[src/rtl/tlc_pkg.sv]
// tlc_pkg -- shared definitions for the traffic light controller.
//   Phase encodings (3-bit, value 7 unused/illegal), lamp one-hot codes
//   {red,yellow,green}, and lamp decode helpers used by the top level.
package tlc_pkg;

  localparam int PHASE_W = 3;

  typedef enum logic [PHASE_W-1:0] {
    NS_G = 3'd0,
    NS_Y = 3'd1,
    AR1  = 3'd2,
    EW_G = 3'd3,
    EW_Y = 3'd4,
    AR2  = 3'd5,
    PED  = 3'd6
  } phase_t;

  localparam logic [2:0] LAMP_RED = 3'b100;
  localparam logic [2:0] LAMP_YEL = 3'b010;
  localparam logic [2:0] LAMP_GRN = 3'b001;

  // North-south lamp for a given phase; anything outside NS_G/NS_Y is red.
  function automatic logic [2:0] ns_lamp(input logic [PHASE_W-1:0] p);
    case (p)
      NS_G:    ns_lamp = LAMP_GRN;
      NS_Y:    ns_lamp = LAMP_YEL;
      default: ns_lamp = LAMP_RED;
    endcase
  endfunction

  // East-west lamp for a given phase; anything outside EW_G/EW_Y is red.
  function automatic logic [2:0] ew_lamp(input logic [PHASE_W-1:0] p);
    case (p)
      EW_G:    ew_lamp = LAMP_GRN;
      EW_Y:    ew_lamp = LAMP_YEL;
      default: ew_lamp = LAMP_RED;
    endcase
  endfunction

endpackage

[src/rtl/phase_register_3b.sv]
// phase_register_3b -- 3-bit phase state register.
//   clk   : rising-edge clock
//   reset : asynchronous active-high reset, loads AR2
//   d     : next phase (controller holds by feeding q back)
//   q     : current phase
import tlc_pkg::*;

module phase_register_3b (
  input  logic               clk,
  input  logic               reset,
  input  logic [PHASE_W-1:0] d,
  output logic [PHASE_W-1:0] q
);

  always_ff @(posedge clk or posedge reset) begin
    if (reset) q <= AR2;
    else       q <= d;
  end

endmodule

[src/rtl/traffic_light_controller.sv]
// traffic_light_controller -- two-road intersection sequencer with a
// pedestrian walk phase.
//   clk, reset : clock, asynchronous active-high reset
//   enable     : 1 = run, 0 = freeze phase and timer (ped latch still runs)
//   ped_req    : pedestrian button, level-sampled
//   emergency  : (only with TLC_EMERGENCY_OVERRIDE_EN) drive roads to red
//   ped_ack    : one-cycle pulse when a pedestrian request is latched
//   ns_light   : north-south lamp, one-hot {red,yellow,green}
//   ew_light   : east-west lamp, one-hot {red,yellow,green}
//   walk       : pedestrian walk lamp
//   phase      : current phase encoding
// Optional feature macro: TLC_EMERGENCY_OVERRIDE_EN.
import tlc_pkg::*;

module traffic_light_controller #(
  parameter int GREEN_CYCLES  = 8,
  parameter int YELLOW_CYCLES = 2,
  parameter int ALLRED_CYCLES = 1,
  parameter int PED_CYCLES    = 4,
  parameter int TIMER_W       = 4
) (
  input  logic               clk,
  input  logic               reset,
  input  logic               enable,
  input  logic               ped_req,
`ifdef TLC_EMERGENCY_OVERRIDE_EN
  input  logic               emergency,
`endif
  output logic               ped_ack,
  output logic [2:0]         ns_light,
  output logic [2:0]         ew_light,
  output logic               walk,
  output logic [PHASE_W-1:0] phase
);

  // Timer load values: a phase lasts (load + 1) enabled cycles.
  localparam logic [TIMER_W-1:0] LD_G  = TIMER_W'(GREEN_CYCLES - 1);
  localparam logic [TIMER_W-1:0] LD_Y  = TIMER_W'(YELLOW_CYCLES - 1);
  localparam logic [TIMER_W-1:0] LD_AR = TIMER_W'(ALLRED_CYCLES - 1);
  localparam logic [TIMER_W-1:0] LD_P  = TIMER_W'(PED_CYCLES - 1);

  logic [PHASE_W-1:0] nxt_phase;
  logic [TIMER_W-1:0] timer, nxt_timer;
  logic               next_dir, nxt_dir;   // 0 = NS next, 1 = EW next
  logic               ped_pending;
  logic               hold_red;            // emergency parks red phases

`ifdef TLC_EMERGENCY_OVERRIDE_EN
  // Yellow phases are exempt so they complete their normal duration.
  assign hold_red = emergency && (phase != NS_Y) && (phase != EW_Y);
`else
  assign hold_red = 1'b0;
`endif

  phase_register_3b u_phase (
    .clk   (clk),
    .reset (reset),
    .d     (nxt_phase),
    .q     (phase)
  );

  always_comb begin
    nxt_phase = phase;
    nxt_timer = timer;
    nxt_dir   = next_dir;
    if (phase == 3'd7) begin
      // Illegal encoding: recover into a clearance phase regardless of enable.
      nxt_phase = AR1;
      nxt_timer = LD_AR;
    end else if (enable) begin
      if (hold_red) begin
        case (phase)
          NS_G:    begin nxt_phase = NS_Y; nxt_timer = LD_Y; end
          EW_G:    begin nxt_phase = EW_Y; nxt_timer = LD_Y; end
          PED:     begin nxt_phase = AR2;  nxt_timer = '0;   end
          default: nxt_timer = '0;
        endcase
      end else if (timer != '0) begin
        nxt_timer = timer - 1'b1;
      end else begin
        case (phase)
          NS_G: begin nxt_phase = NS_Y; nxt_timer = LD_Y;  end
          NS_Y: begin nxt_phase = AR1;  nxt_timer = LD_AR; end
          AR1: begin
            nxt_dir = 1'b1;
            if (ped_pending) begin nxt_phase = PED;  nxt_timer = LD_P; end
            else             begin nxt_phase = EW_G; nxt_timer = LD_G; end
          end
          EW_G: begin nxt_phase = EW_Y; nxt_timer = LD_Y;  end
          EW_Y: begin nxt_phase = AR2;  nxt_timer = LD_AR; end
          AR2: begin
            nxt_dir = 1'b0;
            if (ped_pending) begin nxt_phase = PED;  nxt_timer = LD_P; end
            else             begin nxt_phase = NS_G; nxt_timer = LD_G; end
          end
          PED: begin
            nxt_phase = next_dir ? EW_G : NS_G;
            nxt_timer = LD_G;
          end
          default: ;
        endcase
      end
    end
  end

  always_ff @(posedge clk or posedge reset) begin
    if (reset) begin
      timer       <= LD_AR;
      next_dir    <= 1'b0;
      ped_pending <= 1'b0;
      ped_ack     <= 1'b0;
    end else begin
      timer    <= nxt_timer;
      next_dir <= nxt_dir;
      ped_ack  <= 1'b0;
      // Latch looks at the current phase, so a press on the PED-entry edge
      // is still accepted only if it was not already pending.
      if (ped_req && !ped_pending && (phase != PED)) begin
        ped_pending <= 1'b1;
        ped_ack     <= 1'b1;
      end else if ((nxt_phase == PED) && (phase != PED)) begin
        ped_pending <= 1'b0;
      end
    end
  end

  assign ns_light = ns_lamp(phase);
  assign ew_light = ew_lamp(phase);
  assign walk     = (phase == PED);

endmodule
[config.mk]
export PLATFORM = sky130hd
export DESIGN_NAME = traffic_light_controller
export DESIGN_NICKNAME = d
export VERILOG_FILES = /design/src/rtl/tlc_pkg.sv /design/src/rtl/phase_register_3b.sv /design/src/rtl/traffic_light_controller.sv
export SDC_FILE = /design/constraint.sdc
export NUM_CORES = 1
export LEC_CHECK = 0
export BUFFER_PORTS_ARGS = -buffer_cell sky130_fd_sc_hd__clkbuf_2
export CORE_MARGIN = 3
export CORE_UTILIZATION = 46
export DETAILED_ROUTE_END_ITERATION = 10
export MAX_ROUTING_LAYER = met4
export PLACE_DENSITY = 0.79
export SETUP_SLACK_MARGIN = 0.02
export SLEW_MARGIN = 40
export SYNTH_ARGS = -nofsm -noshare
export SYNTH_HDL_FRONTEND = slang
export SYNTH_SLANG_ARGS = --single-unit
[constraint.sdc]
create_clock -name clk -period 1.4 [get_ports clk]
set_clock_uncertainty 0.05 [all_clocks]
set_input_delay 0.07 -clock clk [delete_from_list [all_inputs] [get_ports clk]]
set_output_delay 0.07 -clock clk [all_outputs]
set_load 0.02 [all_outputs]
==> summary.txt, run 1 <==
Outcome
  – Status: finished with violations
  – Violated checks: negative setup slack

Setup path
  – Max incr delay on CP: 0.61 ns
  – Worst path slowest cell: dfstp_2
  – CP Max Fanout: 7
  – Setup CP Type: reg -> out
  – Critical Path AT: 1.36 ns
  – CP required: 1.28 ns
  – Cell breakdown of the critical path: buf_4 -> and3b_2 -> clkbuf_8
  – Worst path top cell family by delay: flip-flops
  – CP bufs+invs: 2
  – CP Capture Type: primary output
  – Crit start category: register

Finish
  – Multi-input logic area: 419 sq um
  – Most frequent cells in the layout: 15 x buf_4, 8 x nor2_1, 7 x clkbuf_2, 7 x dfrtp_1, 6 x buf_6
  – Final core utilization: 0.768
  – Commonest non-fill, non-tap cell in the layout: buf_4
  – Net count, final: 117
  – Share of layout cells above drive strength 1: 0.486
  – Area Growth Syn to Fin: 54.2%
  – Antenna cells: 0
  – Storage element area: 254 sq um
  – Fillers: 94

Power and ir drop
  – Logic pwr share: 0.659
  – Net Sw Frac: 0.431
  – Power density cells: 2430 nW/um^2
  – Sw Pwr: 1.07 mW
  – Tot Pwr: 2.49 mW
  – Clock Power Share: 0.107
  – Flop pwr share: 0.234
  – Internal power: 1.42 mW
  – LEAKAGE: 0.485 nW
  – Worst VDD drop: 1.64 mV

Yosys
  – Register bit count reported by yosys: 10
  – Dominant synthesized flop cell: dfrtp_1
  – Syn nets: 83
  – YS warnings: 0
  – Register area share after synthesis: 0.380
  – EDFF count, synth: 0
  – Synthesized area: 664 sq um
  – Synthesized area per cell: 8.52 sq um
  – FFs w/ async S/R, synth: 1.00
  – Synth unique cells: 35
  – Mapped Cells: 78

STA
  – Slew Viols, Final: 0
  – Slew @ Worst Pin: 0.384 ns
  – Final Cycle Share: 1.06
  – Setup violators final: 12
  – Max-slew headroom: 0.744
  – Unrepaired setup endpoints after global routing: yes
  – Fmax: 677 MHz
  – Endpoints failing hold: 0
  – Post-route minimum period: 1.48 ns
  – Final WS setup: -0.0771 ns

Clock tree
  – Root Buffer: clkbuf_4
  – Clock transition at the registers of the reported paths: 0.07 ns
  – Worst-Skew Late Latency: 0.27 ns
  – CTS sink cnt: 10
  – Buffer depth of the longest clock path: 2
  – Total CTS buffers: 3
  – H-Tree Depth: 1
  – CTS tree: built

Place
  – DP HPWL: 1.18 mm
  – GP Congestion: 0.818
  – IO buf count: 14

Detailed routing
  – DR top layer: met4
  – Initial DRT Pass Iterations: 4
  – Antenna-violating nets left: 0
  – Met2 Wirelength: 855 um
  – Iter 0 DRT Violations: 41
  – DR WL met3: 82 um
  – Met1 wire length: 794 um
  – Via density: 5.56
  – DRC Markers: 0
  – DRT Wirelength: 1.77 mm
  – Routed vias: 700
  – WL/cell: 14.1 um

Die
  – Die area: 1940 sq um
  – Core Area: 1330 sq um
  – Std-Cell Rows: 13
  – IO Pins: 15
  – Initial Utilization: 0.498
  – Die X: 44.0 um
  – Die height: 44.0 um

GRT
  – Vias in the first global route: 662
  – Initial antenna violation count: 0
  – First-pass GRT wire length: 2.88 mm
  – Tot GR Track Use: 0.210
  – Largest net degree at the start of global routing: 14
  – Gr ovfl total: 0

Hold path
  – HP Class: in -> reg

Run
  – Maxcap violations: 0
[synth_stat cells (3+ instances only)]
cell type,n,area [sq um]
dfrtp_1,8,200
buf_2,4,20.0
inv_1,7,26.3
nand2_1,5,18.8
o21ai_0,4,20.0
nand2b_1,3,18.8
nor2_1,12,45.0
[cell families after synthesis]
group,synth area share
xor gates and xnor gates,0.0132
muxes,0.0471
buffers and inverters,0.0697
AOI/OAI and AO/OA,0.209
DFF,0.380
and+or+nand+nor,0.262
adders and majority gates,0.0188
[routing by layer]
metal  global-route usage  vias to the layer above
li1                     -                      347
met1                0.260                      326
met2                0.314                       22
met3               0.0415                        5
met4                0.120                        0
met5                    -                        -
[worst paths after layout]
| path | cells after the start | endpoint | slack (ns) | startpoint |
|---|---|---|---|---|
| max in group asynchronous | 3 | u_phase.q[2] | 0.74 | reset |
| hold reg to reg | 1 | ped_ack | 0.46 | ped_pending |
| setup reg to reg | 5 | timer[0] | -0.07 | timer[0] |
| min in group asynchronous | 3 | timer[0] | 0.25 | reset |
| hold / removal | 3 | timer[0] | 0.1 | enable |
| setup / recovery | 3 | walk | -0.08 | u_phase.q[2] |
[power groups by stage]
stage / logic, mW / clock network, mW / registers (mW)
global placement: 1.18 / 0 / 0.572
CTS: 1.48 / 0.268 / 0.577
finish: 1.64 / 0.265 / 0.583
global route: 1.79 / 0.285 / 0.599
detailed placement: 1.20 / 0 / 0.583
floorplan: 0.868 / 0 / 0.567
[area by class of cell]
cell class                      count  area share
Clock buffer                        4      0.0354
Inverter                            7      0.0256
Multi-Input combinational cell     57       0.409
Sequential cell                    10       0.248
Tap cell                           15      0.0183
Timing Repair Buffer               33       0.264
[through the flow]
stage / worst slack [ns] / instances / area [sq um] / hold WS, ns / setup TNS (ns)
after floorplan: -0.0970 / 78 / 694 / -0.141 / -0.207
after global placement: -0.0822 / 110 / 807 / -0.00598 / -0.277
after detailed placement: -0.118 / 110 / 807 / -0.000139 / -0.456
after CTS: -0.0729 / 122 / 962 / 0.00644 / -0.616
after global routing: -0.140 / 126 / 1020 / 0.134 / -1.43
final: -0.0771 / 126 / 1020 / 0.0975 / -0.616
[sequential cells by signal (all words and copies together), names as in the netlist]
register and count:
next_dir 1, u_phase.q 3, timer 4, ped_ack 1, ped_pending 1
[worst min-delay path, delay by kind of cell]
| family | cells | cell delay [ns] |
|---|---|---|
| buffers and inverters | 1 | 0.13 |
| AND/OR/NAND/NOR | 1 | 0.10 |
| AO/OA/AOI/OAI | 1 | 0.08 |
[repair_timing]
action | 4_1_cts | 5_1_grt
setup endpoints to repair | 16 | 16
hold buffers | 1 | 1
pin swaps | 10 | 2
setup buffers | 7 | 3
resized for setup | 20 | 13
endpoints found under the hold margin | 8 | 1
Note: power is estimated with default switching activity, not from simulation.
==> run 2, diff against run 1 <==
--- a/config.mk
+++ b/config.mk
@@ -11,7 +11,7 @@
 export DETAILED_ROUTE_END_ITERATION = 10
 export MAX_ROUTING_LAYER = met4
 export PLACE_DENSITY = 0.79
-export SETUP_SLACK_MARGIN = 0.02
+export SETUP_SLACK_MARGIN = 0.05
 export SLEW_MARGIN = 40
 export SYNTH_ARGS = -nofsm -noshare
 export SYNTH_HDL_FRONTEND = slang
==> constraint.sdc (replaced) <==
create_clock -name clk -period 1.3 [get_ports clk]
set_clock_uncertainty 0.05 [all_clocks]
set_input_delay 0.065 -clock clk [delete_from_list [all_inputs] [get_ports clk]]
set_output_delay 0.065 -clock clk [all_outputs]
set_load 0.02 [all_outputs]
==> summary.txt, run 2 <==
Yosys
  – Synthesized area: 664 sq um
  – Mapped Cells: 78
  – EDFF count, synth: 0
  – Synth area leaders: dfrtp_1 30%, dfstp_2 7.9%, nor2_1 6.8%
  – Register bit count reported by yosys: 10
  – Synth unique cells: 35
  – FFs w/ async S/R, synth: 1.00
  – Post-synth top area cell: dfrtp_1
  – Syn nets: 83
  – Synthesized area per cell: 8.52 sq um
  – Post-synth top cells: 12 x nor2_1, 8 x dfrtp_1, 7 x inv_1
  – Register area share after synthesis: 0.380
  – Count leader, synth: nor2_1
  – YS warnings: 0
  – Top-area cell type share of the netlist area: 0.301
  – Dominant synthesized flop cell: dfrtp_1

Outcome
  – First error: [ERROR DPL-0038] Utilization greater than 100%, impossible to legalize
  – Status: stopped before the end
  – Failing step: global routing (5_1_grt)

STA
  – Worst_ep kind: register input
  – GR repair worst EP: timer[0]$_DFFE_PP0P_/D

GRT
  – Largest net degree at the start of global routing: 11

Clock tree
  – H-Tree Depth: 1
  – Root Buffer: clkbuf_4
  – CTS sink cnt: 10
  – Buffer depth of the longest clock path: 2
  – Total CTS buffers: 3

Place
  – Worst slack at placement: -0.267 ns
  – GP Congestion: 0.833
  – IO buf count: 14
  – DP HPWL: 1.32 mm
  – Placed Instances: 118

Die
  – Die height: 44.0 um
  – Die X: 44.0 um
  – IO Pins: 15
  – Std-Cell Rows: 13
  – Initial Utilization: 0.498
==> run 2: cell counts after synthesis <==
Identical to the previous run, type by type.
==> run 2: kinds of logic after synthesis <==
kind of cell,share of synthesized area
xor gates and xnor gates,0.0132
DFF,0.380
buffers and inverters,0.0697
muxes,0.0471
adders and majority gates,0.0188
and+or+nand+nor,0.262
AOI/OAI and AO/OA,0.209
==> run 2: metrics by stage <==
stage | utilization | cell area, sq um
CTS | 0.928 | 1240
detailed placement | 0.668 | 891
global placement | 0.668 | 891
floorplan | - | 724
==> run 2: timing repair <==
| action | 4_1_cts |
|---|---|
| pin swaps | 11 |
| hold buffers | 2 |
| resized for setup | 44 |
| setup buffers | 17 |
| endpoints found under the hold margin | 9 |
| cloned | 0 |
| setup endpoints to repair | 17 |
==> run 3, diff against run 2 <==
--- a/config.mk
+++ b/config.mk
@@ -6,12 +6,10 @@
 export NUM_CORES = 1
 export LEC_CHECK = 0
 export BUFFER_PORTS_ARGS = -buffer_cell sky130_fd_sc_hd__clkbuf_2
-export CORE_MARGIN = 3
-export CORE_UTILIZATION = 46
+export CORE_AREA = 3 3 64 66
 export DETAILED_ROUTE_END_ITERATION = 10
-export MAX_ROUTING_LAYER = met4
-export PLACE_DENSITY = 0.79
-export SETUP_SLACK_MARGIN = 0.05
+export DIE_AREA = 0 0 67 69
+export PLACE_DENSITY_LB_ADDON = 0.15
 export SLEW_MARGIN = 40
 export SYNTH_ARGS = -nofsm -noshare
 export SYNTH_HDL_FRONTEND = slang
==> constraint.sdc (replaced) <==
create_clock -name clk -period 1.7 [get_ports clk]
set_clock_uncertainty 0.05 [all_clocks]
set_input_delay 0.085 -clock clk [delete_from_list [all_inputs] [get_ports clk]]
set_output_delay 0.085 -clock clk [all_outputs]
set_load 0.02 [all_outputs]
==> summary.txt, run 3 (synthesis gave the netlist of run 1 again) <==
Hold path
  – HP Class: in -> reg

Setup path
  – CP Capture Type: register
  – Setup CP Type: reg -> reg
  – Critical Path AT: 1.72 ns
  – CP Max Fanout: 5
  – CP required: 1.81 ns
  – Crit start category: register

Finish
  – Most frequent cells in the layout: 14 x clkbuf_2, 12 x nor2_1, 7 x inv_1, 7 x dfrtp_1, 6 x buf_4
  – Top flop regs: timer (4), u_phase.q (3)
  – Area Growth Syn to Fin: 36.5%
  – Share of layout cells above drive strength 1: 0.313
  – Max reg flops: 4
  – Commonest non-fill, non-tap cell in the layout: clkbuf_2
  – Largest register by flop count: timer
  – Net count, final: 105
  – Final std cells w/o fill: 147
  – Antenna cells: 0

STA
  – Min Hold Slack: 0.0693 ns
  – Fmax: 623 MHz
  – Max-slew headroom: 0.728
  – Final Cycle Share: 0.944
  – Setup TNS: 0 ns
  – Endpoints failing hold: 0
  – Unrepaired setup endpoints after global routing: no
  – Slew @ Worst Pin: 0.407 ns
  – Post-route minimum period: 1.60 ns
  – Final WS setup: 0.0951 ns
  – Setup violators final: 0
  – Slew Viols, Final: 0

GRT
  – Initial antenna violation count: 0
  – Largest net degree at the start of global routing: 14
  – GR Util met1: 0.114
  – Global routing usage on met3: 0.0309
  – Busiest grt layer: met2
  – Vias in the first global route: 659
  – Met2 Usage GRT: 0.134
  – Tot GR Track Use: 0.0867
  – Gr ovfl total: 0
  – First-pass GRT wire length: 3.17 mm

Clock tree
  – H-Tree Depth: 1
  – Total CTS buffers: 3
  – Worst-Skew Late Latency: 0.24 ns
  – Root Buffer: clkbuf_8
  – CTS tree: built
  – Buffer depth of the longest clock path: 2
  – CTS sink cnt: 10
  – Clock transition at the registers of the reported paths: 0.05 ns

Detailed routing
  – DRT Wirelength: 1.82 mm
  – Initial DRT Pass Iterations: 4
  – WL/cell: 12.3 um
  – DRC Markers: 0
  – Via density: 4.32
  – Antenna-violating nets left: 0
  – Iter 0 DRT Violations: 37
  – Routed vias: 635

Power and ir drop
  – Clock Power Share: 0.153
  – Flop pwr share: 0.271
  – Sw Pwr: 0.801 mW
  – Worst VDD drop: 0.787 mV
  – Power density cells: 1920 nW/um^2
  – Tot Pwr: 1.74 mW
  – Net Sw Frac: 0.459
  – LEAKAGE: 0.418 nW
  – Internal power: 0.942 mW
  – Logic pwr share: 0.576

Die
  – Std-Cell Rows: 22
  – Die X: 67 um
  – IO Pins: 15
  – Initial Utilization: 0.183
  – Die height: 69 um
  – Die area: 4620 sq um
  – Core Area: 3630 sq um

Outcome
  – Status: finished clean

Place
  – Placed Instances: 140
  – GP Congestion: 0.758
  – Worst slack at placement: 0.0433 ns
  – DP HPWL: 1.32 mm
  – IO buf count: 14

Run
  – Maxcap violations: 0
## run 3: per-layer routing
layer  up-vias  part of all wire
li1        321                 -
met1       297              0.49
met2        17              0.45
met3         0             0.057
met4         0                 0
met5         -                 0
## run 3: final timing paths
check                                 start            to  slack [ns]  cells past startpoint
worst max-delay path               timer[0]      timer[0]         0.1                      5
worst min-delay path                ped_req       ped_ack        0.07                      3
worst max register to register     timer[0]      timer[0]         0.1                      5
worst min register to register  ped_pending       ped_ack        0.44                      1
max in group asynchronous             reset  u_phase.q[2]        0.97                      3
min in group asynchronous             reset       ped_ack        0.31                      3
## run 3: area by class of cell
cell class | count | area (sq um)
tap | 48 | 60.1
clock buffer | 4 | 45.0
fill | 418 | 2730
multi-input combinational | 57 | 397
inverter | 7 | 26.3
timing repair buffer | 21 | 125
sequential | 10 | 254
## run 3: through the flow
stage                     cell area [sq um]   util
final                                   907  0.250
after global routing                    907  0.250
after CTS                               865  0.238
after detailed placement                810  0.223
after global placement                  810  0.223
after floorplan                         669      -
## run 3: repair_timing
| action | 4_1_cts | 5_1_grt |
|---|---|---|
| setup endpoints to repair | 0 | 7 |
| setup buffers | 0 | 2 |
| hold endpoints to repair | 8 | 0 |
| hold buffers | 1 | 0 |
| resized for setup | 0 | 6 |
## run 3: critical path: stages, from the launching register on
cell     delay (ns)
dfrtp_1        0.39
inv_1          0.12
ha_4           0.17
or3b_4         0.39
a211o_1        0.28
a31oi_1        0.12
## run 3: power groups by stage
| stage | logic [mW] | clock network, mW | registers [mW] |
|---|---|---|---|
| after floorplan | 0.649 | 0 | 0.462 |
| after detailed placement | 0.902 | 0 | 0.486 |
| after global routing | 1.12 | 0.284 | 0.501 |
| final | 1.00 | 0.266 | 0.473 |
| after global placement | 0.912 | 0 | 0.481 |
| after CTS | 0.908 | 0.276 | 0.483 |
==> run 4, diff against run 3 <==
--- a/config.mk
+++ b/config.mk
@@ -6,6 +6,8 @@
 export NUM_CORES = 1
 export LEC_CHECK = 0
 export BUFFER_PORTS_ARGS = -buffer_cell sky130_fd_sc_hd__clkbuf_2
+export CELL_PAD_IN_SITES_DETAIL_PLACEMENT = 1
+export CELL_PAD_IN_SITES_GLOBAL_PLACEMENT = 2
 export CORE_AREA = 3 3 64 66
 export DETAILED_ROUTE_END_ITERATION = 10
 export DIE_AREA = 0 0 67 69
==> summary.txt, run 4 (synthesis gave the netlist of run 1 again) <==
Outcome
  – Status: finished clean

Clock tree
  – Worst-Skew Late Latency: 0.24 ns
  – CTS sink cnt: 10
  – H-Tree Depth: 1
  – Clock transition at the registers of the reported paths: 0.05 ns
  – Buffer depth of the longest clock path: 2
  – Total CTS buffers: 3
  – Root Buffer: clkbuf_8
  – CTS tree: built

Detailed routing
  – DRT Wirelength: 1.95 mm
  – WL/cell: 13.3 um
  – Antenna-violating nets left: 0
  – DRC Markers: 0
  – Iter 0 DRT Violations: 30
  – Routed vias: 658
  – Via density: 4.48
  – Initial DRT Pass Iterations: 4

GRT
  – Initial antenna violation count: 0
  – Largest net degree at the start of global routing: 14
  – First-pass GRT wire length: 3.42 mm
  – Tot GR Track Use: 0.0958
  – Gr ovfl total: 0
  – Vias in the first global route: 726

STA
  – Post-route minimum period: 1.62 ns
  – Fmax: 617 MHz
  – Unrepaired setup endpoints after global routing: no
  – Setup violators final: 0
  – Final Cycle Share: 0.953
  – Slew Viols, Final: 0
  – Endpoints failing hold: 0
  – Slew @ Worst Pin: 0.433 ns
  – Min Hold Slack: 0.0732 ns
  – Max-slew headroom: 0.711
  – Setup TNS: 0 ns

Finish
  – Top flop regs: timer (4), u_phase.q (3)
  – Largest register by flop count: timer
  – Area Growth Syn to Fin: 34.3%
  – Antenna cells: 0
  – Net count, final: 106
  – Final core utilization: 0.246
  – Share of layout cells above drive strength 1: 0.293
  – Max reg flops: 4
  – Commonest non-fill, non-tap cell in the layout: clkbuf_2
  – Most frequent cells in the layout: 14 x clkbuf_2, 12 x nor2_1, 8 x dfrtp_1

Hold path
  – Hold Path Depth: 3
  – HP Class: in -> reg

Die
  – IO Pins: 15
  – Die X: 67 um
  – Std-Cell Rows: 22
  – Die area: 4620 sq um
  – Initial Utilization: 0.183
  – Core Area: 3630 sq um
  – Die height: 69 um

Setup path
  – Crit start category: register
  – R2R Setup Slk: 0.08 ns
  – CP Max Fanout: 5
  – CP required: 1.81 ns
  – Setup CP Type: reg -> reg
  – Critical Path AT: 1.73 ns
  – Worst R2R Path Depth: 5
  – CP Capture Type: register

Power and ir drop
  – Power density cells: 1900 nW/um^2
  – Worst VDD drop: 0.463 mV
  – LEAKAGE: 0.420 nW

Place
  – GP Congestion: 0.689
  – DP HPWL: 1.47 mm
  – IO buf count: 14

Run
  – Maxcap violations: 0
-- run 4: changes by cell type in the layout (fill, tap and decap cells not counted) --
cell,delta
buf_4,+1
clkbuf_1,-1
dfrtp_1,+1
dfrtp_2,-1
ha_2,+1
ha_4,-1
nand4bb_1,+1
nand4bb_2,-1
or3b_1,+1
or3b_4,-1
-- run 4: worst max-delay path, cell delays in order (launching register included) --
cell,delay [ns]
dfrtp_1,0.39
inv_1,0.09
ha_2,0.21
or3b_1,0.40
a211o_1,0.28
a31oi_1,0.12
-- run 4: final timing paths --
check | endpoint | from
hold / removal | ped_ack | ped_req
hold reg to reg | ped_ack | ped_pending
min in group asynchronous | next_dir | reset
setup / recovery | timer[0] | timer[0]
setup reg to reg | timer[0] | timer[0]
max in group asynchronous | u_phase.q[2] | reset
-- run 4: per-stage QoR --
stage | worst slack (ns) | power, mW | cells | cell area, sq um
2_1_floorplan | 0.167 | 1.11 | 78 | 669
3_3_place_gp | 0.110 | 1.41 | 140 | 810
3_5_place_dp | 0.0786 | 1.41 | 140 | 810
4_1_cts | 0.0436 | 1.67 | 144 | 861
5_1_grt | 0.00216 | 1.86 | 147 | 892
6_report | 0.0793 | 1.70 | 147 | 892
-- run 4: repair_timing --
action | in CTS | in global routing
endpoints found under the setup margin | 0 | 6
endpoints found under the hold margin | 8 | 0
hold buffers | 1 | 0
setup buffers | 0 | 3
resized for setup | 0 | 2
-- run 4: layout make-up --
cell class	count	area (sq um)
fillers	452	2740
multi-input cells	57	379
flip-flops and latches	10	253
repair buffers	22	133
well taps	48	60.1
clock buffers	3	41.3
inverters	7	26.3
-- run 4: metal layers --
layer	up-vias	part of all wire	track usage
met3	5	0.021	0.0244
met1	323	0.47	0.119
li1	320	-	-
met2	10	0.49	0.154
met4	0	0.020	0.0405
met5	-	0	0
-- run 4: report_power, final --
group          switching (mW)  internal [mW]
Clock                  0.0951          0.155
Sequential              0.127          0.343
Combinational           0.568          0.411
